==> config.mk <==
export PLATFORM = sky130hd
export DESIGN_NAME = mbldcm_gate_drive
export DESIGN_NICKNAME = d
export VERILOG_FILES = /design/src/rtl/mbldcm_pkg.sv /design/src/rtl/mbldcm_deadtime_phase.sv /design/src/rtl/mbldcm_gate_drive.sv
export SDC_FILE = /design/constraint.sdc
export NUM_CORES = 1
export LEC_CHECK = 0
export CORE_UTILIZATION = 51
export CTS_CLUSTER_SIZE = 12
export DETAILED_ROUTE_END_ITERATION = 10
export PLACE_DENSITY = 0.81
export RECOVER_POWER = 50
export SLEW_MARGIN = 20
export SYNTH_ARGS = -nofsm -noshare
export SYNTH_HDL_FRONTEND = slang
export SYNTH_HIERARCHICAL = 1
export SYNTH_SLANG_ARGS = --single-unit
==> constraint.sdc <==
create_clock -name iClock -period 2.2 [get_ports iClock]
set_input_delay 0.44 -clock iClock [delete_from_list [all_inputs] [get_ports iClock]]
set_output_delay 0.44 -clock iClock [all_outputs]
set_load 0.05 [all_outputs]
==> src/rtl/mbldcm_pkg.sv <==
// Shared encodings for the BLDC gate driver: phase FSM states, per-phase
// requests and the Hall-code commutation table.
package mbldcm_pkg;

  typedef enum logic [1:0] {
    PH_OFF  = 2'd0,
    PH_DEAD = 2'd1,
    PH_HI   = 2'd2,
    PH_LO   = 2'd3
  } phase_state_e;

  typedef enum logic [1:0] {
    REQ_FLOAT = 2'd0,
    REQ_HI    = 2'd1,
    REQ_LO    = 2'd2
  } phase_req_e;

  localparam logic [2:0] SECTOR_INVALID = 3'd7;

  // Hall codes {C,B,A} for sectors 0..5
  localparam logic [2:0] HALL_S0 = 3'b101;
  localparam logic [2:0] HALL_S1 = 3'b100;
  localparam logic [2:0] HALL_S2 = 3'b110;
  localparam logic [2:0] HALL_S3 = 3'b010;
  localparam logic [2:0] HALL_S4 = 3'b011;
  localparam logic [2:0] HALL_S5 = 3'b001;

  localparam logic [1:0] PHASE_A = 2'd0;
  localparam logic [1:0] PHASE_B = 2'd1;
  localparam logic [1:0] PHASE_C = 2'd2;

  function automatic logic [2:0] hall_to_sector(input logic [2:0] hall);
    case (hall)
      HALL_S0: hall_to_sector = 3'd0;
      HALL_S1: hall_to_sector = 3'd1;
      HALL_S2: hall_to_sector = 3'd2;
      HALL_S3: hall_to_sector = 3'd3;
      HALL_S4: hall_to_sector = 3'd4;
      HALL_S5: hall_to_sector = 3'd5;
      default: hall_to_sector = SECTOR_INVALID;
    endcase
  endfunction

  // Phase carrying PWM in the forward direction
  function automatic logic [1:0] sector_pos(input logic [2:0] sector);
    case (sector)
      3'd0, 3'd1: sector_pos = PHASE_A;
      3'd2, 3'd3: sector_pos = PHASE_B;
      default:    sector_pos = PHASE_C;
    endcase
  endfunction

  // Phase held low in the forward direction
  function automatic logic [1:0] sector_neg(input logic [2:0] sector);
    case (sector)
      3'd0, 3'd5: sector_neg = PHASE_B;
      3'd1, 3'd2: sector_neg = PHASE_C;
      default:    sector_neg = PHASE_A;
    endcase
  endfunction

endpackage

==> src/rtl/mbldcm_deadtime_phase.sv <==
// One inverter leg: OFF/DEAD/HI/LO state machine with dead-time counter and
// registered gate outputs. High and low gates are decoded from a single
// state so they can never be asserted together.
module mbldcm_deadtime_phase
  import mbldcm_pkg::*;
#(
  parameter int pDeadWidth = 8
) (
  input  logic                  iClock,
  input  logic                  iReset,
  input  logic                  iForceOff,
  input  phase_req_e            iReq,
  input  logic [pDeadWidth-1:0] iDeadCnt,
  output logic                  oGateH,
  output logic                  oGateL
);

  phase_state_e          state_q, state_d;
  logic [pDeadWidth-1:0] cnt_q, cnt_d;
  logic                  gate_h_q, gate_h_d;
  logic                  gate_l_q, gate_l_d;
  logic [pDeadWidth-1:0] dead_load;

  assign dead_load = (iDeadCnt == '0) ? pDeadWidth'(1) : iDeadCnt;

  // State, counter and gate registers; reset drops the gates asynchronously
  always_ff @(posedge iClock or posedge iReset) begin
    if (iReset) begin
      state_q  <= PH_OFF;
      cnt_q    <= '0;
      gate_h_q <= 1'b0;
      gate_l_q <= 1'b0;
    end else begin
      state_q  <= state_d;
      cnt_q    <= cnt_d;
      gate_h_q <= gate_h_d;
      gate_l_q <= gate_l_d;
    end
  end

  // Next state: the ON target while in DEAD is the live request, so a
  // target change during the count redirects without restarting it
  always_comb begin
    state_d = state_q;
    cnt_d   = cnt_q;
    if (iForceOff) begin
      state_d = PH_OFF;
    end else begin
      case (state_q)
        PH_OFF: begin
          if (iReq != REQ_FLOAT) begin
            state_d = PH_DEAD;
            cnt_d   = dead_load;
          end
        end
        PH_DEAD: begin
          if (iReq == REQ_FLOAT) begin
            state_d = PH_OFF;
          end else if (cnt_q <= pDeadWidth'(1)) begin
            state_d = (iReq == REQ_HI) ? PH_HI : PH_LO;
          end else begin
            cnt_d = cnt_q - pDeadWidth'(1);
          end
        end
        PH_HI: begin
          if (iReq == REQ_FLOAT) begin
            state_d = PH_OFF;
          end else if (iReq == REQ_LO) begin
            state_d = PH_DEAD;
            cnt_d   = dead_load;
          end
        end
        PH_LO: begin
          if (iReq == REQ_FLOAT) begin
            state_d = PH_OFF;
          end else if (iReq == REQ_HI) begin
            state_d = PH_DEAD;
            cnt_d   = dead_load;
          end
        end
        default: state_d = PH_OFF;
      endcase
    end
    gate_h_d = (state_d == PH_HI);
    gate_l_d = (state_d == PH_LO);
  end

  assign oGateH = gate_h_q;
  assign oGateL = gate_l_q;

endmodule

==> src/rtl/mbldcm_gate_drive.sv <==
// Six-step BLDC gate driver: Hall synchroniser, commutation decode, fault
// latch and three dead-time phase legs.
// Optional Hall glitch filter enabled with `define MBLDCM_HALL_FILTER_EN.
module mbldcm_gate_drive
  import mbldcm_pkg::*;
#(
  parameter int pDeadWidth = 8,
  parameter int pFiltLen   = 4
) (
  input  logic                  iClock,
  input  logic                  iReset,
  input  logic                  iEnable,
  input  logic                  iDir,
  input  logic                  iHighPwm,
  input  logic                  iLowPwm,
  input  logic [pDeadWidth-1:0] iDeadCnt,
  input  logic [2:0]            iHall,
  input  logic                  iFault,
  input  logic                  iFaultClr,
  output logic [2:0]            oGateH,
  output logic [2:0]            oGateL,
  output logic [2:0]            oSector,
  output logic                  oHallErr,
  output logic                  oFaultLatched,
  output logic                  oPwmErr
);

  // The filter's acceptance point is pFiltLen-1 counts, so it needs at least 2
  if (pFiltLen < 2) begin : g_filt_len_chk
    $error("pFiltLen must be at least 2");
  end

  logic [2:0] hall_s1_q, hall_s1_d;
  logic [2:0] hall_s2_q, hall_s2_d;
  logic [2:0] hall_used;
  logic [2:0] sector_q, sector_d;
  logic       hall_err_q, hall_err_d;
  logic       fault_q, fault_d;
  logic       pwm_err_q, pwm_err_d;
  logic       force_off;
  logic [1:0] pos_ph, neg_ph;
  phase_req_e req [3];
  logic [2:0] gate_h, gate_l;

  // Synchroniser, status and fault-latch registers
  always_ff @(posedge iClock or posedge iReset) begin
    if (iReset) begin
      hall_s1_q  <= 3'b000;
      hall_s2_q  <= 3'b000;
      sector_q   <= SECTOR_INVALID;
      hall_err_q <= 1'b0;
      fault_q    <= 1'b0;
      pwm_err_q  <= 1'b0;
    end else begin
      hall_s1_q  <= hall_s1_d;
      hall_s2_q  <= hall_s2_d;
      sector_q   <= sector_d;
      hall_err_q <= hall_err_d;
      fault_q    <= fault_d;
      pwm_err_q  <= pwm_err_d;
    end
  end

  // Next values: the fault input dominates a simultaneous clear
  always_comb begin
    hall_s1_d  = iHall;
    hall_s2_d  = hall_s1_q;
    sector_d   = hall_to_sector(hall_used);
    hall_err_d = (sector_d == SECTOR_INVALID);
    pwm_err_d  = (iHighPwm == iLowPwm);
    if (iFault) begin
      fault_d = 1'b1;
    end else if (iFaultClr) begin
      fault_d = 1'b0;
    end else begin
      fault_d = fault_q;
    end
  end

`ifdef MBLDCM_HALL_FILTER_EN
  localparam int FCW = $clog2(pFiltLen + 1);

  logic [2:0]     filt_cand_q, filt_cand_d;
  logic [2:0]     filt_acc_q, filt_acc_d;
  logic [FCW-1:0] filt_cnt_q, filt_cnt_d;

  // Filter registers: candidate code, its stability count, accepted code
  always_ff @(posedge iClock or posedge iReset) begin
    if (iReset) begin
      filt_cand_q <= 3'b000;
      filt_acc_q  <= 3'b000;
      filt_cnt_q  <= '0;
    end else begin
      filt_cand_q <= filt_cand_d;
      filt_acc_q  <= filt_acc_d;
      filt_cnt_q  <= filt_cnt_d;
    end
  end

  // A code is used in the cycle it completes pFiltLen stable samples
  always_comb begin
    filt_cand_d = hall_s2_q;
    filt_cnt_d  = filt_cnt_q;
    if (hall_s2_q != filt_cand_q) begin
      filt_cnt_d = FCW'(1);
    end else if (filt_cnt_q != FCW'(pFiltLen)) begin
      filt_cnt_d = filt_cnt_q + FCW'(1);
    end
    if ((hall_s2_q == filt_cand_q) && (filt_cnt_q >= FCW'(pFiltLen - 1))) begin
      hall_used = hall_s2_q;
    end else begin
      hall_used = filt_acc_q;
    end
    filt_acc_d = hall_used;
  end
`else
  assign hall_used = hall_s2_q;
`endif

  assign force_off = iFault | fault_q;

  // Commutation decode into per-phase requests; float everything when idle
  always_comb begin
    for (int n = 0; n < 3; n++) begin
      req[n] = REQ_FLOAT;
    end
    pos_ph = sector_pos(sector_d);
    neg_ph = sector_neg(sector_d);
    if (iDir) begin
      pos_ph = sector_neg(sector_d);
      neg_ph = sector_pos(sector_d);
    end
    if (iEnable && !fault_q && (sector_d != SECTOR_INVALID)) begin
      req[pos_ph] = iHighPwm ? REQ_HI : REQ_LO;
      req[neg_ph] = REQ_LO;
    end
  end

  for (genvar n = 0; n < 3; n++) begin : g_phase
    mbldcm_deadtime_phase #(
      .pDeadWidth(pDeadWidth)
    ) u_phase (
      .iClock   (iClock),
      .iReset   (iReset),
      .iForceOff(force_off),
      .iReq     (req[n]),
      .iDeadCnt (iDeadCnt),
      .oGateH   (gate_h[n]),
      .oGateL   (gate_l[n])
    );
  end

  assign oGateH        = gate_h;
  assign oGateL        = gate_l;
  assign oSector       = sector_q;
  assign oHallErr      = hall_err_q;
  assign oFaultLatched = fault_q;
  assign oPwmErr       = pwm_err_q;

endmodule

Yosys cells after proc, flatten, opt, wreduce, memory -nomap -nowiden:

Index checks and enable logic that the tools add are counted.
Widths: inputs -> output; s select.

* $add $sub $neg: 3
* $lt $le $gt $ge: 7
* equal/unequal tests: 55
* muxes and demuxes: 68
* bitwise logic cells: 8
* reduce and logical (&&, ||, !) cells: 24

Operators by type and width (number)
* $mux 8: 22
* $pmux 8 s4: 3
* $mux 2: 29
* $eq 2x2->1 const B: 15
* $le 8x1->1 const B: 3
* $ne 2x2->1 const B: 12
* $pmux 2 s4: 3
* $reduce_and 8->1: 3
* $sub 8x1->8 const B: 3
* $ne 2x1->1 const B: 9
* $pmux 3 s6: 1
* $eq 3x3->1 const B: 5
* $eq 2x1->1 const B: 6
* $eq 3x2->1 const B: 4
* $logic_not 2->1: 6
* $demux 2 s2: 2
* $logic_not 8->1: 1
* $pmux 2 s2: 2
* $reduce_bool 2->1: 4
* $reduce_or 2->1: 4
* $and 6x6->6: 1
* $eq 3x1->1 const B: 2
* $ge 3x3->1 const B: 2
* $lt 3x1->1 const B: 2
* 13 further kinds: 21

* register bits: 48
* bits of input ports: 19
* output and inout port bits: 12
* word-level logic and storage cells: 183

Depth between registers and ports, before layout:

Gate-level depths: netlist of the first run.

* depth after elaboration: 21
* depth in mapped cells: 8
* gate-level depth less buffers: 7

Cells and area by module:

Netlist of the first run, hierarchy kept.

Modules (own cells, without submodules)
* mbldcm_deadtime_phase: instances 3, cells an instance 88, area an instance 788.3 um^2, seq. area each 300.3 um^2
* mbldcm_gate_drive: instances 1, cells an instance 52, area an instance 551.8 um^2, seq. area each 304.0 um^2

Least setup slack after synthesis of the first run:

Ideal clock, no wire load.

* path kind: input-to-reg
* start point: input iDir
* end point: register g_phase[0].u_phase.cnt_q[0]
* arrival: 2.104 ns
* required time: 2.096 ns
* path slack: -0.008 ns
* stages: 8
* path buffers: 1
* cell sequence: buf_2 -> nand2b_4 -> a22oi_1 -> nor2_2 -> mux2_2 -> a211oi_2 -> nand2_2 -> o311ai_1

RTL lines
* start: declaration: line mbldcm_gate_drive.sv:13 `input logic iDir,`
* end signal: assignment: line mbldcm_deadtime_phase.sv:35 `cnt_q <= cnt_d;`
* end: declaration: line mbldcm_deadtime_phase.sv:19 `logic [pDeadWidth-1:0] cnt_q, cnt_d;`

Worst setup path in the final report of the first run:

* start point: register sector_q[1], in the netlist oSector[1]
* end point: output oSector[1]

RTL lines
* start: declaration: line mbldcm_gate_drive.sv:36 `logic [2:0] sector_q, sector_d;`
* start signal: assignment: line mbldcm_gate_drive.sv:57 `sector_q <= sector_d;`
* end: declaration: line mbldcm_gate_drive.sv:22 `output logic [2:0] oSector,`

No word-level cell between the ends.

==> results of run 1 <==
==> cell type report <==
| type | instances | area [um^2] |
|---|---|---|
| clock buffers | 5 | 68.8 |
| clock inverters | 3 | 90.1 |
| fillers | 448 | 1970 |
| inverters | 14 | 52.6 |
| multi-input cells | 236 | 1570 |
| flip-flops and latches | 48 | 1210 |
| well taps | 72 | 90.1 |
| repair buffers | 52 | 459 |
==> worst max-delay path by stage <==
stage	cells after the start	to
final	1	oSector[1]
after global routing	8	g_phase[2].u_phase/cnt_q[0]
after CTS	7	g_phase[1].u_phase/cnt_q[4]
after detailed placement	8	g_phase[2].u_phase/cnt_q[3]
after global placement	8	g_phase[2].u_phase/cnt_q[3]
after floorplan	6	g_phase[1].u_phase/cnt_q[0]
==> flip-flops by register name, indices dropped and copies added, names as in the netlist <==
signal                   count
g_phase.u_phase/oGateH       3
oSector                      3
hall_s2_q                    3
hall_s1_q                    3
oFaultLatched                1
oPwmErr                      1
g_phase.u_phase/oGateL       3
oHallErr                     1
g_phase.u_phase/cnt_q       24
g_phase.u_phase/state_q      6
==> power groups by stage <==
stage	registers, mW	clock network (mW)	logic, mW
global route	1.15	0.932	0.648
floorplan	1.14	0	0.395
finish	1.13	0.884	0.580
global placement	1.14	0	0.559
CTS	1.13	0.900	0.576
detailed placement	1.14	0	0.575
==> per-layer routing <==
| metal | global-route usage [%] | up-vias |
|---|---|---|
| li1 | - | 1262 |
| met1 | 31.9 | 1308 |
| met2 | 40.8 | 65 |
| met3 | 4.59 | 11 |
| met4 | 9.43 | 0 |
| met5 | 0 | - |
==> cell families after synthesis <==
group	synth area share [%]
xor gates and xnor gates	0.601
buffers and inverters	5.58
and+or+nand+nor	22.6
muxes	2.87
DFF	41.3
adders and majority gates	2.57
AOI/OAI and AO/OA	24.5
==> layout by cell type, fill, tap and decap left out, drive strengths merged, types with 4 or more instances in the layout <==
| master | count |
|---|---|
| buf | 21 |
| o2bb2ai | 9 |
| inv | 14 |
| clkdlybuf4s50 | 22 |
| nand2b | 5 |
| nor3 | 9 |
| nand2 | 16 |
| a21oi | 26 |
| mux2i | 5 |
| a22oi | 9 |
| a31oi | 6 |
| nor2 | 35 |
| or3 | 7 |
| dlygate4sd3 | 6 |
| nor4 | 15 |
| nor2b | 11 |
| clkbuf | 6 |
| ha | 6 |
| o211ai | 12 |
| o21ai | 13 |
| dfrtp | 45 |
| o31ai | 6 |
| or2 | 4 |
==> metrics by stage <==
step | setup slack (ns) | setup TNS (ns) | hold WS, ns | area (um^2)
3_3_place_gp | -0.336 | -6.45 | 0.331 | 3370
6_report | 0.141 | 0 | 0.353 | 3540
2_1_floorplan | 0.0267 | 0 | 0.303 | 2930
3_5_place_dp | -0.383 | -7.73 | 0.336 | 3370
5_1_grt | -0.0267 | -0.0312 | 0.363 | 3540
4_1_cts | 0.0596 | 0 | 0.357 | 3530
==> timing repair <==
| item | CTS | global route |
|---|---|---|
| setup endpoints to repair | 11 | 9 |
| buffers inserted | 0 | 1 |
| gates resized for setup | 2 | 3 |
==> flow_summary.json, run 1 <==
{
  "routedLengthMet1_mm": 3.09,
  "hold_path.startpoint": "hall_s1_q[0]",
  "utilization_pct": 64.3,
  "antenna_found_initial": 0,
  "worst_clock_skew_ns": 0.00659,
  "post_route_clock_period_utilization_pct": 93.6,
  "final-hold-violation-count": 0,
  "num-nets-final": 382,
  "outcome": "finished, final reports clean",
  "detailed_placer_s_ending_hpwl_mm": 5.02,
  "ys_flop_type": "sky130_fd_sc_hd__dfrtp_1",
  "post_layout_nonfiller_instances": 430,
  "post_synth_inst_count": 316,
  "grt_max_degree": 18,
  "synth_top_cells_by_area": "sky130_fd_sc_hd__dfrtp_1, sky130_fd_sc_hd__a21oi_1, sky130_fd_sc_hd__nor2_1",
  "async_reset_ff_share_pct": 100,
  "rr_worst_depth": 7,
  "placedCellCount": 421,
  "final.min_clock_period_ns": 2.06,
  "crit_end_category": "primary output",
  "fin_total_pwr_mw": 2.59,
  "clk_path_buf_depth": 2,
  "crit_path_max_fanout": 1,
  "chipHeight_um": 77.6,
  "post-synth-top-area-cell": "sky130_fd_sc_hd__dfrtp_1",
  "cts.sinks": 48,
  "fmax_ghz": 0.486,
  "reg2reg_to": "g_phase[2].u_phase/cnt_q[0]",
  "min_path_type": "reg2reg",
  "hold-path-endpoint": "hall_s2_q[0]",
  "drt_first_pass_iters": 4,
  "number_of_levels_in_the_clock_h_tree": 2,
  "slew_violations": 0,
  "synth.cell_area_um2": 2920,
  "wire_length_of_the_first_global_routing_pass_mm": 11.8,
  "start_util_pct": 53.0,
  "first_global_vias": 2598,
  "top_signal_layer_used": "met4",
  "critical_path_startpoint_category": "register",
  "finalWirelength_mm": 6.90,
  "synth.most_common_cell": "sky130_fd_sc_hd__dfrtp_1",
  "seqPwrFrac_pct": 43.5,
  "dr_wl_met2_mm": 3.45,
  "yosys_warnings": 6,
  "place.gp.congestion": 0.894,
  "wl_per_cell_um": 16.1,
  "worst_skew_pair.late_latency_ns": 0.30,
  "ir_worst_vdd_mv": 0.417,
  "synth_edf_count": 0,
  "port-buffer-count": 30,
  "post-route-drc-count": 0,
  "detail_route.iter0.violations": 160,
  "floorplan.io_pins": 31,
  "timing.critical_path.max_delay_family": "buffers and inverters",
  "synth.net_count": 341,
  "combinationalPowerShare_pct": 22.4,
  "layout-area-overhead-vs-synth_pct": 21.4,
  "power.density_cell_area_nw_per_um2": 732,
  "antennaDiodeCount": 0,
  "clk_transition_reported_paths_ns": 0.09,
  "detailroute.via_count": 2646,
  "placement_rows": 27,
  "tightest_slew_ns": 0.577,
  "critical_path.slowest_cell": "sky130_fd_sc_hd__clkdlybuf4s50_1",
  "hold-path-cell-count": 0,
  "crit_chain": "clkdlybuf4s50_1",
  "rr_startpoint": "hall_s2_q[2]",
  "timing.setup.critical_path_class": "reg2out",
  "power.net_switching_mw": 0.774,
  "numCtsBuffers": 5,
  "postCtsHoldBufs": 0,
  "required_ns": 1.76,
  "yosysSeqAreaShare_pct": 41.3,
  "tritoncts": "done",
  "cp-startpoint": "oSector[1]",
  "ys_top_cells_by_count": "sky130_fd_sc_hd__dfrtp_1, sky130_fd_sc_hd__nor2_1, sky130_fd_sc_hd__a21oi_1",
  "global_route.usage.total_pct": 24.6,
  "maxSlewHeadroom_pct": 61.1,
  "cts.root.buffer_cell": "sky130_fd_sc_hd__clkbuf_8",
  "drive_gt1_share_pct": 16.5,
  "die_area_um2": 6020,
  "detail-route-antenna-nets": 0,
  "synth.top_cell.area_share_pct": 38.6,
  "met3RoutedLength_um": 261,
  "setup-violations-final": 0,
  "die-width_um": 77.6,
  "yosys_register_bits": 48,
  "synth_area_per_inst_um2": 9.23,
  "leakage_nw": 1.41,
  "critPathMaxStageDelay_ns": 0.80,
  "switching_share_pct": 29.9,
  "placeableCoreArea_um2": 5510,
  "cellInternalPower_mw": 1.82,
  "global_route.overflow_total": 0,
  "r2r_slack_ns": 0.17,
  "power.share.clock_pct": 34.1,
  "critPathBufInv": 1,
  "worstPathArrival_ns": 1.62,
  "routed_via_density": 6.15,
  "count_of_distinct_cell_types_in_the_synthesized_netlist": 45,
  "max_cap_viol_count": 0
}
Power figures use the tool's default switching activity.
==> run 2, diff against run 1 <==
Settings changed: REMOVE_ABC_BUFFERS from default to 1.
==> flow_summary.json, run 2 (same netlist as run 1, synthesis figures left out) <==
{
  "placement_rows": 27,
  "crit_path_max_fanout": 6,
  "worst_skew_pair.late_latency_ns": 0.31,
  "number_of_levels_in_the_clock_h_tree": 2,
  "layout-area-overhead-vs-synth_pct": 21.0,
  "fmax_ghz": 0.480,
  "final.min_clock_period_ns": 2.08,
  "chipHeight_um": 77.6,
  "worst_clock_skew_ns": 0.00490,
  "first_global_vias": 2504,
  "leakage_nw": 1.41,
  "largest_reg_flops": 24,
  "finalWirelength_mm": 6.78,
  "tightest_hold_margin_ns": 0.362,
  "worst_setup_path_endpoint": "g_phase[1].u_phase/cnt_q[3]",
  "outcome": "finished, final reports clean",
  "setup_tns_ns": 0,
  "start_util_pct": 53.0,
  "antenna_found_initial": 0,
  "tightest_slew_ns": 0.674,
  "r2r_slack_ns": 0.12,
  "layout_commonest_cell": "sky130_fd_sc_hd__dfrtp_1",
  "post_dp_cell_area_um2": 3360,
  "detailed_placer_s_ending_hpwl_mm": 4.84,
  "drt_first_pass_iters": 5,
  "required_ns": 2.43,
  "critical_path_startpoint_category": "register",
  "postCtsHoldBufs": 0,
  "cp-startpoint": "hall_s2_q[0]",
  "num-nets-final": 385,
  "crit_end_category": "register",
  "detail_route.iter0.violations": 242,
  "clk_path_buf_depth": 2,
  "power.density_cell_area_nw_per_um2": 672,
  "cts.sinks": 48,
  "timing.setup.critical_path_class": "reg2reg",
  "utilization_pct": 64.1,
  "maxSlewHeadroom_pct": 54.6,
  "wire_length_of_the_first_global_routing_pass_mm": 11.5,
  "drive_gt1_share_pct": 18.6,
  "cell_area_after_layout_um2": 3530,
  "floorplan.io_pins": 31,
  "post-route-drc-count": 0,
  "detail-route-antenna-nets": 0,
  "cts.root.buffer_cell": "sky130_fd_sc_hd__clkbuf_8",
  "fin_total_pwr_mw": 2.37,
  "place.gp.congestion": 0.933,
  "placeableCoreArea_um2": 5510,
  "post_route_clock_period_utilization_pct": 94.7,
  "grt_max_degree": 18,
  "die-width_um": 77.6,
  "routed_via_density": 6.09,
  "reg2reg_to": "g_phase[1].u_phase/cnt_q[3]",
  "layout.cells.most_common_list": "sky130_fd_sc_hd__dfrtp_1, sky130_fd_sc_hd__nor2_1, sky130_fd_sc_hd__a21oi_1, sky130_fd_sc_hd__clkdlybuf4s50_1, sky130_fd_sc_hd__buf_4",
  "rsz0062_at_grt": "no",
  "global_route.usage.total_pct": 24.0,
  "port-buffer-count": 30,
  "numCtsBuffers": 5,
  "global_route.overflow_total": 0,
  "wl_per_cell_um": 15.7,
  "rr_startpoint": "hall_s2_q[0]",
  "setup-violations-final": 0,
  "max_flop_register": "g_phase.u_phase/cnt_q",
  "die_area_um2": 6020,
  "min_path_type": "reg2reg",
  "top_regs": "g_phase.u_phase/cnt_q x24, g_phase.u_phase/state_q x6",
  "tritoncts": "done",
  "hold-path-cell-count": 0,
  "final-hold-violation-count": 0,
  "detailroute.via_count": 2639,
  "antennaDiodeCount": 0,
  "worstPathArrival_ns": 2.32,
  "ir_worst_vdd_mv": 0.525,
  "rr_worst_depth": 9,
  "slew_violations": 0,
  "max_cap_viol_count": 0,
  "clk_transition_reported_paths_ns": 0.09
}
## run 2: cell count changes in the layout (fill, tap and decap cells not counted), sizes merged
cell	delta
dlygate4sd3	-3
clkdlybuf4s50	+3
clkinvlp	+1
bufinv	-2
buf	+3
inv	+1
## run 2: cell type report
| class | instances | area, um^2 |
|---|---|---|
| fill | 444 | 1980 |
| multi-input combinational | 236 | 1560 |
| sequential | 48 | 1210 |
| timing repair buffer | 55 | 498 |
| tap | 72 | 90.1 |
| clock buffer | 5 | 68.8 |
| inverter | 14 | 52.6 |
| clock inverter | 3 | 46.3 |
## run 2: timing repair
item,in CTS,in global routing
cloned,0,0
resized for setup,2,6
setup buffers,0,3
endpoints found under the setup margin,13,9
## run 2: how the worst min path moves through the flow
stage	from	end	slack, ns
finish	hall_s1_q[0]	hall_s2_q[0]	0.36
global route	hall_s1_q[0]	hall_s2_q[0]	0.38
floorplan	iReset	hall_s1_q[0]	0.30
global placement	hall_s1_q[1]	hall_s2_q[1]	0.34
CTS	hall_s1_q[0]	hall_s2_q[0]	0.36
detailed placement	hall_s1_q[0]	hall_s2_q[0]	0.34
## run 2: critical path, stage by stage (launching register included)
cell and delay, ns:
sky130_fd_sc_hd__dfrtp_2 0.43, sky130_fd_sc_hd__nor2b_1 0.15, sky130_fd_sc_hd__a22oi_1 0.22, sky130_fd_sc_hd__nor2_2 0.10, sky130_fd_sc_hd__mux2_2 0.30, sky130_fd_sc_hd__a211oi_2 0.24, sky130_fd_sc_hd__buf_4 0.17, sky130_fd_sc_hd__nand2_2 0.10
sky130_fd_sc_hd__buf_4 0.15, sky130_fd_sc_hd__o21ai_0 0.15
## run 2: power by group
| group | switching (mW) | internal, mW | leakage, nW |
|---|---|---|---|
| Clock | 0.318 | 0.343 | 0.0548 |
| Combinational | 0.333 | 0.247 | 0.746 |
| Sequential | 0.124 | 1.01 | 0.604 |
## run 2: routing by layer
layer / up-vias / GRT usage (%) / part of all wire, %
li1: 1264 / - / -
met1: 1260 / 31.7 / 43
met2: 99 / 38.1 / 49
met3: 16 / 4.12 / 5.3
met4: 0 / 11.3 / 2.4
met5: - / 0 / 0
## run 2: stage by stage
| step | cells | setup slack [ns] |
|---|---|---|
| 2_1_floorplan | 298 | 0.0266 |
| 3_3_place_gp | 422 | -0.358 |
| 3_5_place_dp | 422 | -0.376 |
| 4_1_cts | 430 | 0.0525 |
| 5_1_grt | 433 | 0.00356 |
| 6_report | 433 | 0.116 |
==> run 3, diff against run 2 <==
Settings changed: CORE_UTILIZATION 51 to 45, PLACE_DENSITY 0.81 to 0.73.
==> flow_summary.json, run 3 (same netlist as run 1, synthesis figures left out) <==
{
  "post-route-drc-count": 0,
  "wl_per_cell_um": 15.8,
  "start_util_pct": 47.8,
  "wire_length_of_the_first_global_routing_pass_mm": 11.5,
  "worst_slack_ns": 0.137,
  "met3RoutedLength_um": 376,
  "detail_route.iter0.violations": 202,
  "worstPathArrival_ns": 1.62,
  "num-nets-final": 380,
  "timing.critical_path.max_delay_family": "buffers and inverters",
  "die_area_um2": 6810,
  "crit_path_max_fanout": 1,
  "detailroute.via_count": 2643,
  "tightest_slew_ns": 0.567,
  "top_signal_layer_used": "met4",
  "layout_commonest_cell": "sky130_fd_sc_hd__dfrtp_1",
  "crit_end_category": "primary output",
  "port-buffer-count": 30,
  "detail-route-antenna-nets": 0,
  "number_of_levels_in_the_clock_h_tree": 2,
  "outcome": "finished, final reports clean",
  "final.min_clock_period_ns": 2.06,
  "post_route_clock_period_utilization_pct": 93.8,
  "max_flop_register": "g_phase.u_phase/cnt_q",
  "floorplan.io_pins": 31,
  "tightest_hold_margin_ns": 0.356,
  "drive_gt1_share_pct": 16.3,
  "fin_total_pwr_mw": 2.37,
  "max_cap_viol_count": 0,
  "cell_area_after_layout_um2": 3480,
  "place.gp.congestion": 0.913,
  "finalWirelength_mm": 6.80,
  "first_global_vias": 2414,
  "postCtsHoldBufs": 0,
  "detailed_placer_s_ending_hpwl_mm": 4.90,
  "chipHeight_um": 82.5,
  "dr_wl_met2_mm": 3.22,
  "min_path_type": "reg2reg",
  "leakage_nw": 1.39,
  "die-width_um": 82.5,
  "layout.cells.most_common_list": "sky130_fd_sc_hd__dfrtp_1, sky130_fd_sc_hd__nor2_1, sky130_fd_sc_hd__a21oi_1, sky130_fd_sc_hd__clkdlybuf4s50_1, sky130_fd_sc_hd__buf_4",
  "worst_clock_skew_ns": 0.00738,
  "final-hold-violation-count": 0,
  "routedLengthMet1_mm": 3.11,
  "top_regs": "g_phase.u_phase/cnt_q x24, g_phase.u_phase/state_q x6",
  "fmax_ghz": 0.485,
  "placement_rows": 28,
  "count_of_filler_cells_inserted_in_the_layout": 562,
  "post_dp_cell_area_um2": 3350,
  "antennaDiodeCount": 0,
  "setup-violations-final": 0,
  "ir_worst_vdd_mv": 0.475,
  "cts.sinks": 48,
  "critical_path.slowest_cell": "sky130_fd_sc_hd__clkdlybuf4s50_1",
  "slew_violations": 0,
  "critPathBufInv": 1,
  "layout-area-overhead-vs-synth_pct": 19.2,
  "post-cts-setup-buffer-count": 0,
  "global_route.overflow_total": 0,
  "tritoncts": "done",
  "worst_skew_pair.late_latency_ns": 0.31,
  "maxSlewHeadroom_pct": 61.9,
  "grt_max_degree": 18,
  "clk_transition_reported_paths_ns": 0.09,
  "numCtsBuffers": 5,
  "power.density_cell_area_nw_per_um2": 680,
  "largest_reg_flops": 24,
  "placeableCoreArea_um2": 6100,
  "antenna_found_initial": 0,
  "critical_path_startpoint_category": "register",
  "routed_via_density": 6.13,
  "clk_path_buf_depth": 2,
  "drt_first_pass_iters": 5,
  "global_route.usage.total_pct": 22.1,
  "pre_cts_ws_ns": -0.327,
  "critPathMaxStageDelay_ns": 0.79,
  "crit_chain": "clkdlybuf4s50_1",
  "required_ns": 1.76,
  "cts.root.buffer_cell": "sky130_fd_sc_hd__clkbuf_8",
  "timing.setup.critical_path_class": "reg2out"
}
-- run 3: timing repair --
action | CTS | global route
endpoints found under the setup margin | 3 | 23
pin swaps | 0 | 0
gates resized for setup | 1 | 4
cloned | 0 | 0
-- run 3: worst paths after layout --
kind	start	end	cells after the start	slack, ns
max	oSector[2]	oSector[2]	1	0.14
min	hall_s1_q[0]	hall_s2_q[0]	0	0.36
max reg2reg	hall_s2_q[1]	g_phase[1].u_phase/cnt_q[7]	8	0.14
min reg2reg	hall_s1_q[0]	hall_s2_q[0]	0	0.36
max in group asynchronous	iReset	g_phase[0].u_phase/state_q[1]	2	1.16
min in group asynchronous	iReset	hall_s1_q[1]	2	0.69
-- run 3: power by group --
group	switching (mW)	total, mW	internal (mW)
Combinational	0.337	0.586	0.249
Clock	0.317	0.654	0.337
Sequential	0.121	1.13	1.01
Total	0.775	2.37	1.59
-- run 3: final cells by class --
type	count	area (um^2)	share of cell area (%)
sequential	48	1210	34.7
inverter	14	52.6	1.51
timing repair buffer	50	452	13.0
multi-input combinational	236	1560	44.9
clock inverter	3	42.5	1.22
clock buffer	5	68.8	1.98
tap	75	93.8	2.70
-- run 3: stage by stage --
| stage | std cells | TNS (ns) | utilization, % |
|---|---|---|---|
| final | 431 | 0 | 57.0 |
| after global placement | 423 | -6.36 | 55.0 |
| after detailed placement | 423 | -6.92 | 55.0 |
| after CTS | 431 | 0 | 56.8 |
| after floorplan | 298 | 0 | - |
| after global routing | 431 | -0.00352 | 57.0 |
-- run 3: per-layer routing --
layer / track usage, % / vias to the layer above
met2: 35.6 / 100
li1: - / 1258
met5: 0 / -
met1: 30.6 / 1276
met4: 6.38 / 0
met3: 3.63 / 9
==> RTL change 1: new RTL, settings of run 1 <==
`pDeadWidth` is set to 8 in 2 places; all go to 10.
--- a/src/rtl/mbldcm_deadtime_phase.sv
+++ b/src/rtl/mbldcm_deadtime_phase.sv
@@ -5,5 +5,5 @@
   import mbldcm_pkg::*;
 #(
-  parameter int pDeadWidth = 8
+  parameter int pDeadWidth = 10
 ) (
   input  logic                  iClock,
--- a/src/rtl/mbldcm_gate_drive.sv
+++ b/src/rtl/mbldcm_gate_drive.sv
@@ -5,5 +5,5 @@
   import mbldcm_pkg::*;
 #(
-  parameter int pDeadWidth = 8,
+  parameter int pDeadWidth = 10,
   parameter int pFiltLen   = 4
 ) (
Interface: changed (resized iDeadCnt); port bits go from 31 to 33. The function was not compared with the original's and may differ.
==> RTL change 1 against run 1 <==
Non-clock buffer count increased by 15; combinational power up 32%; count of clock-buffer cells in the layout stayed put; synthesized area is 23% higher; setup slack worse by 0.042 ns; via count increased by 17%; clock power shrank 30%; routed wire length increased by 25%; design area up 21%; sequential cell count is 6 higher; sequential power increased by 19%; worst hold slack gained 0.0085 ns; sequential share of layout area decreased by 2.3 points; critical endpoint unchanged; largest power group unchanged; power up 5.2%.
==> RTL change 1: results (changes against run 1) <==
\begin{tabular}{lr}
\hline
Metric & Value \\
\hline
\multicolumn{2}{l}{\textbf{Yosys}} \\
Compound-cell area share of the yosys netlist & 29.0\% (+4.5 points) \\
Synth Area in Adders & 2.09\% (-0.49 points) \\
Syn avg cell area & 9.73 um\^{}2 (+5.4\%) \\
Proportion of synthesized area in mux cells & 2.64\% (-0.23 points) \\
Synth async-reset ratio & 100\% (unchanged) \\
Post-synthesis xor/xnor area fraction & 0.487\% (-0.11 points) \\
Post-synthesis cell type count & 53 (+18\%) \\
Sequential share of the synthesized area & 37.6\% (-3.7 points) \\
Cells taking the most area after synthesis & dfrtp\_1, o2bb2ai\_1, o211ai\_1 \\
Number of nets in the synthesized netlist & 397 (+16\%) \\
Synth cell count leaders & dfrtp\_1, nor2\_1, a21oi\_1 \\
\multicolumn{2}{l}{\textbf{Final layout}} \\
Fill cells & 567 (+27\%) \\
Number of antenna diodes & 0 (unchanged) \\
Fraction of final layout cells sized beyond drive strength 1 & 18.7\% (+2.2 points) \\
Top Registers & g\_phase.u\_phase/cnt\_q x30, g\_phase.u\_phase/state\_q x6 \\
Post-layout nets & 444 (+16\%) \\
\multicolumn{2}{l}{\textbf{Route}} \\
Routed via count & 3095 (+17\%) \\
Final WL & 8640 um (+25\%) \\
Wire length per cell & 16.8 um (+4.7\%) \\
DRC marker count from the first detailed-route iteration & 193 (+21\%) \\
Number of iterations in the first detailed-routing pass & 4 (unchanged) \\
\multicolumn{2}{l}{\textbf{Placement}} \\
HPWL Detailed & 6130 um (+22\%) \\
Post-place instance area & 4130 um\^{}2 (+23\%) \\
Number of buffers inserted by port buffering & 32 (+6.7\%) \\
Post-Place Worst Slack & -0.381 ns (+0.00244 ns) \\
Count of placed standard cells including taps & 502 (+19\%) \\
Weighted congestion reported at the end of routability-driven placement & 0.826 (-7.6\%) \\
\multicolumn{2}{l}{\textbf{Global route}} \\
Maximum number of pins on one net before global-route repair & 26 (+8) \\
Overall global routing resource usage & 24.9\% (+0.25 points) \\
First-pass GRT wire length & 14700 um (+24\%) \\
Vias in the first global route & 2990 (+15\%) \\
\multicolumn{2}{l}{\textbf{Power}} \\
Standby leakage power & 1.72 nW (+22\%) \\
Peak supply drop & 0.345 mV (-17\%) \\
\multicolumn{2}{l}{\textbf{STA}} \\
Clock Skews & 0.0152 ns (+0.00861 ns) \\
Worst slew pin tran & 0.868 ns (+0.291 ns) \\
\multicolumn{2}{l}{\textbf{Setup path}} \\
Critical path arrival & 1.66 ns (+0.04 ns) \\
\multicolumn{2}{l}{\textbf{Clock tree}} \\
Clock transition at the registers of the reported paths & 0.12 ns (+0.03 ns) \\
Clock insertion delay at the later pin of the skew report & 0.32 ns (+0.02 ns) \\
\multicolumn{2}{l}{\textbf{Outcome}} \\
Result of the run & finished, final reports clean \\
\hline
\end{tabular}
-- RTL change 1: changes by cell type after synthesis, sizes merged, moves of 6 or more --
cell,change
nor3,+12
o211a,+6
o211ai,+9
dfrtp,+6
o2bb2ai,+12
clkbuf,+6
-- RTL change 1: area by class of cell --
| class | instances | area [um^2] | share of cell area (%) |
|---|---|---|---|
| Clock buffer | 5 | 68.8 | 1.61 |
| Clock inverter | 3 | 26.3 | 0.616 |
| Inverter | 17 | 63.8 | 1.50 |
| Multi-Input combinational cell | 272 | 2010 | 47.2 |
| Sequential cell | 54 | 1360 | 31.8 |
| Tap cell | 96 | 120 | 2.81 |
| Timing Repair Buffer | 67 | 617 | 14.5 |
-- RTL change 1: final timing paths --
| check | start | to | slack, ns | cells past startpoint |
|---|---|---|---|---|
| min in group asynchronous | iReset | oHallErr | 0.63 | 2 |
| worst min-delay path | hall_s1_q[1] | hall_s2_q[1] | 0.36 | 0 |
| worst max register to register | hall_s2_q[0] | g_phase[2].u_phase/cnt_q[0] | 0.12 | 8 |
| worst min register to register | hall_s1_q[1] | hall_s2_q[1] | 0.36 | 0 |
| max in group asynchronous | iReset | g_phase[2].u_phase/cnt_q[7] | 1.09 | 2 |
| worst max-delay path | oSector[1] | oSector[1] | 0.1 | 1 |
-- RTL change 1: where the power goes --
part | switching (mW) | internal (mW) | leakage [nW]
clock network | 0.382 | 0.236 | 0.0491
logic | 0.450 | 0.315 | 0.990
registers | 0.205 | 1.14 | 0.684
-- RTL change 1: what timing repair did --
item,CTS,global route
pin swaps,1,1
resized for setup,2,5
buffers inserted,0,4
setup endpoints to repair,11,29
-- RTL change 1: layer usage --
metal	part of all wire, %	GRT usage [%]
met2	47	40.3
met4	1.6	7.12
met1	46	34.6
met5	0	0
met3	4.8	3.66
==> RTL change 2: new RTL, flow settings as in run 1 <==
Made on the original files. The 4 states of `phase_state_e` get a one-hot encoding in 4 bits.
--- a/src/rtl/mbldcm_pkg.sv
+++ b/src/rtl/mbldcm_pkg.sv
@@ -3,9 +3,9 @@
 package mbldcm_pkg;
 
-  typedef enum logic [1:0] {
-    PH_OFF  = 2'd0,
-    PH_DEAD = 2'd1,
-    PH_HI   = 2'd2,
-    PH_LO   = 2'd3
+  typedef enum logic [3:0] {
+    PH_OFF  = 4'b0001,
+    PH_DEAD = 4'b0010,
+    PH_HI   = 4'b0100,
+    PH_LO   = 4'b1000
   } phase_state_e;
 
Check against the original RTL: same outputs for any inputs over 4 cycles, from zero or initial values and one cycle with iReset high; so few cycles prove little.
==> RTL change 2 against run 1 <==
Power is 7.4% lower; synthesized area is 9.4% higher; routed wire length is 6.6% higher; sequential cell count is 6 higher; setup slack worse by 0.12 ns; critical path depth is 9 higher; sequential share of layout area is 0.57 points higher; design area is 11% higher; clock skew is 0.0037 ns higher; critical path type is now input pin to flop; critical endpoint is now g_phase[1].u_phase/cnt_q[1]; largest cell class unchanged; largest power group unchanged.
==> RTL change 2: results (changes against run 1) <==
\begin{tabular}{lr}
\hline
Metric & Value \\
\hline
\multicolumn{2}{l}{\textbf{Setup path}} \\
Slack of the worst reg-to-reg path & 0.06 ns (-0.11 ns) \\
Critical Path Source & iDir \\
Last element of the critical path & g\_phase[1].u\_phase/cnt\_q[1] \\
Reg-to-reg endpoint & g\_phase[0].u\_phase/cnt\_q[7] \\
Family of cells with the greatest summed delay on the critical path & simple AND/OR/NAND/NOR gates \\
Master of the slowest instance on the critical path & or4\_4 \\
\multicolumn{2}{l}{\textbf{STA}} \\
Least setup slack across all paths after layout & 0.0175 ns (-0.123 ns) \\
Clock Skews & 0.0103 ns (+0.00372 ns) \\
\multicolumn{2}{l}{\textbf{Route}} \\
Routed met2 length & 3720 um (+7.8\%) \\
Met1 WL & 3300 um (+6.8\%) \\
Routed via count & 2801 (+5.9\%) \\
Routed wl met3 & 260 um (-0.38\%) \\
\multicolumn{2}{l}{\textbf{Placement}} \\
Post-place instance area & 3720 um\^{}2 (+11\%) \\
Count of placed standard cells including taps & 459 (+9.0\%) \\
Weighted congestion reported at the end of routability-driven placement & 0.908 (+1.5\%) \\
HPWL Detailed & 5190 um (+3.4\%) \\
\multicolumn{2}{l}{\textbf{Final layout}} \\
Top Registers & g\_phase.u\_phase/cnt\_q x24, g\_phase.u\_phase/state\_q x12 \\
Non-clk invs & 19 (+5) \\
Clock buffer instance count of the final layout & 6 (+1) \\
Post-layout nets & 418 (+9.4\%) \\
Count of buffers not belonging to the clock network in the layout & 57 (+9.6\%) \\
Final design utilization & 65.7\% (+1.4 points) \\
Clock buffers and inverters, area share & 2.22\% (-2.3 points) \\
\multicolumn{2}{l}{\textbf{Yosys}} \\
Synth cell count leaders & dfrtp\_1, nor2\_1, o21ai\_0 \\
Cells taking the most area after synthesis & dfrtp\_1, dfstp\_2, o21ai\_0 \\
Compound-cell area share of the yosys netlist & 21.9\% (-2.6 points) \\
Synth Area in Adders & 2.35\% (-0.22 points) \\
Number of nets in the synthesized netlist & 367 (+7.6\%) \\
\multicolumn{2}{l}{\textbf{Power}} \\
Combinational cell power & 0.593 mW (+2\%) \\
\multicolumn{2}{l}{\textbf{Outcome}} \\
Result of the run & finished, final reports clean \\
\multicolumn{2}{l}{\textbf{Clock tree}} \\
Number of clock sinks & 54 (+13\%) \\
\hline
\end{tabular}
RTL change 2: worst min path at each step:
stage | slack, ns | start | to | depth (start not counted)
2_1_floorplan | 0.30 | iReset | hall_s1_q[0] | 1
3_3_place_gp | 0.33 | hall_s1_q[2] | hall_s2_q[2] | 0
3_5_place_dp | 0.34 | hall_s1_q[2] | hall_s2_q[2] | 0
4_1_cts | 0.36 | hall_s1_q[2] | hall_s2_q[2] | 0
5_1_grt | 0.37 | hall_s1_q[0] | hall_s2_q[0] | 0
6_report | 0.36 | hall_s1_q[2] | hall_s2_q[2] | 0
RTL change 2: repair_timing:
item,CTS,global route
gates resized for setup,3,26
gates cloned,0,0
endpoints found under the hold margin,0,0
setup buffers,1,1
setup endpoints to repair,24,21
pin swaps,0,8
RTL change 2: metal layers:
metal	GRT usage [%]	vias up
met4	6.61	0
met1	29.6	1364
li1	-	1357
met2	40.7	71
met5	0	-
met3	3.71	9
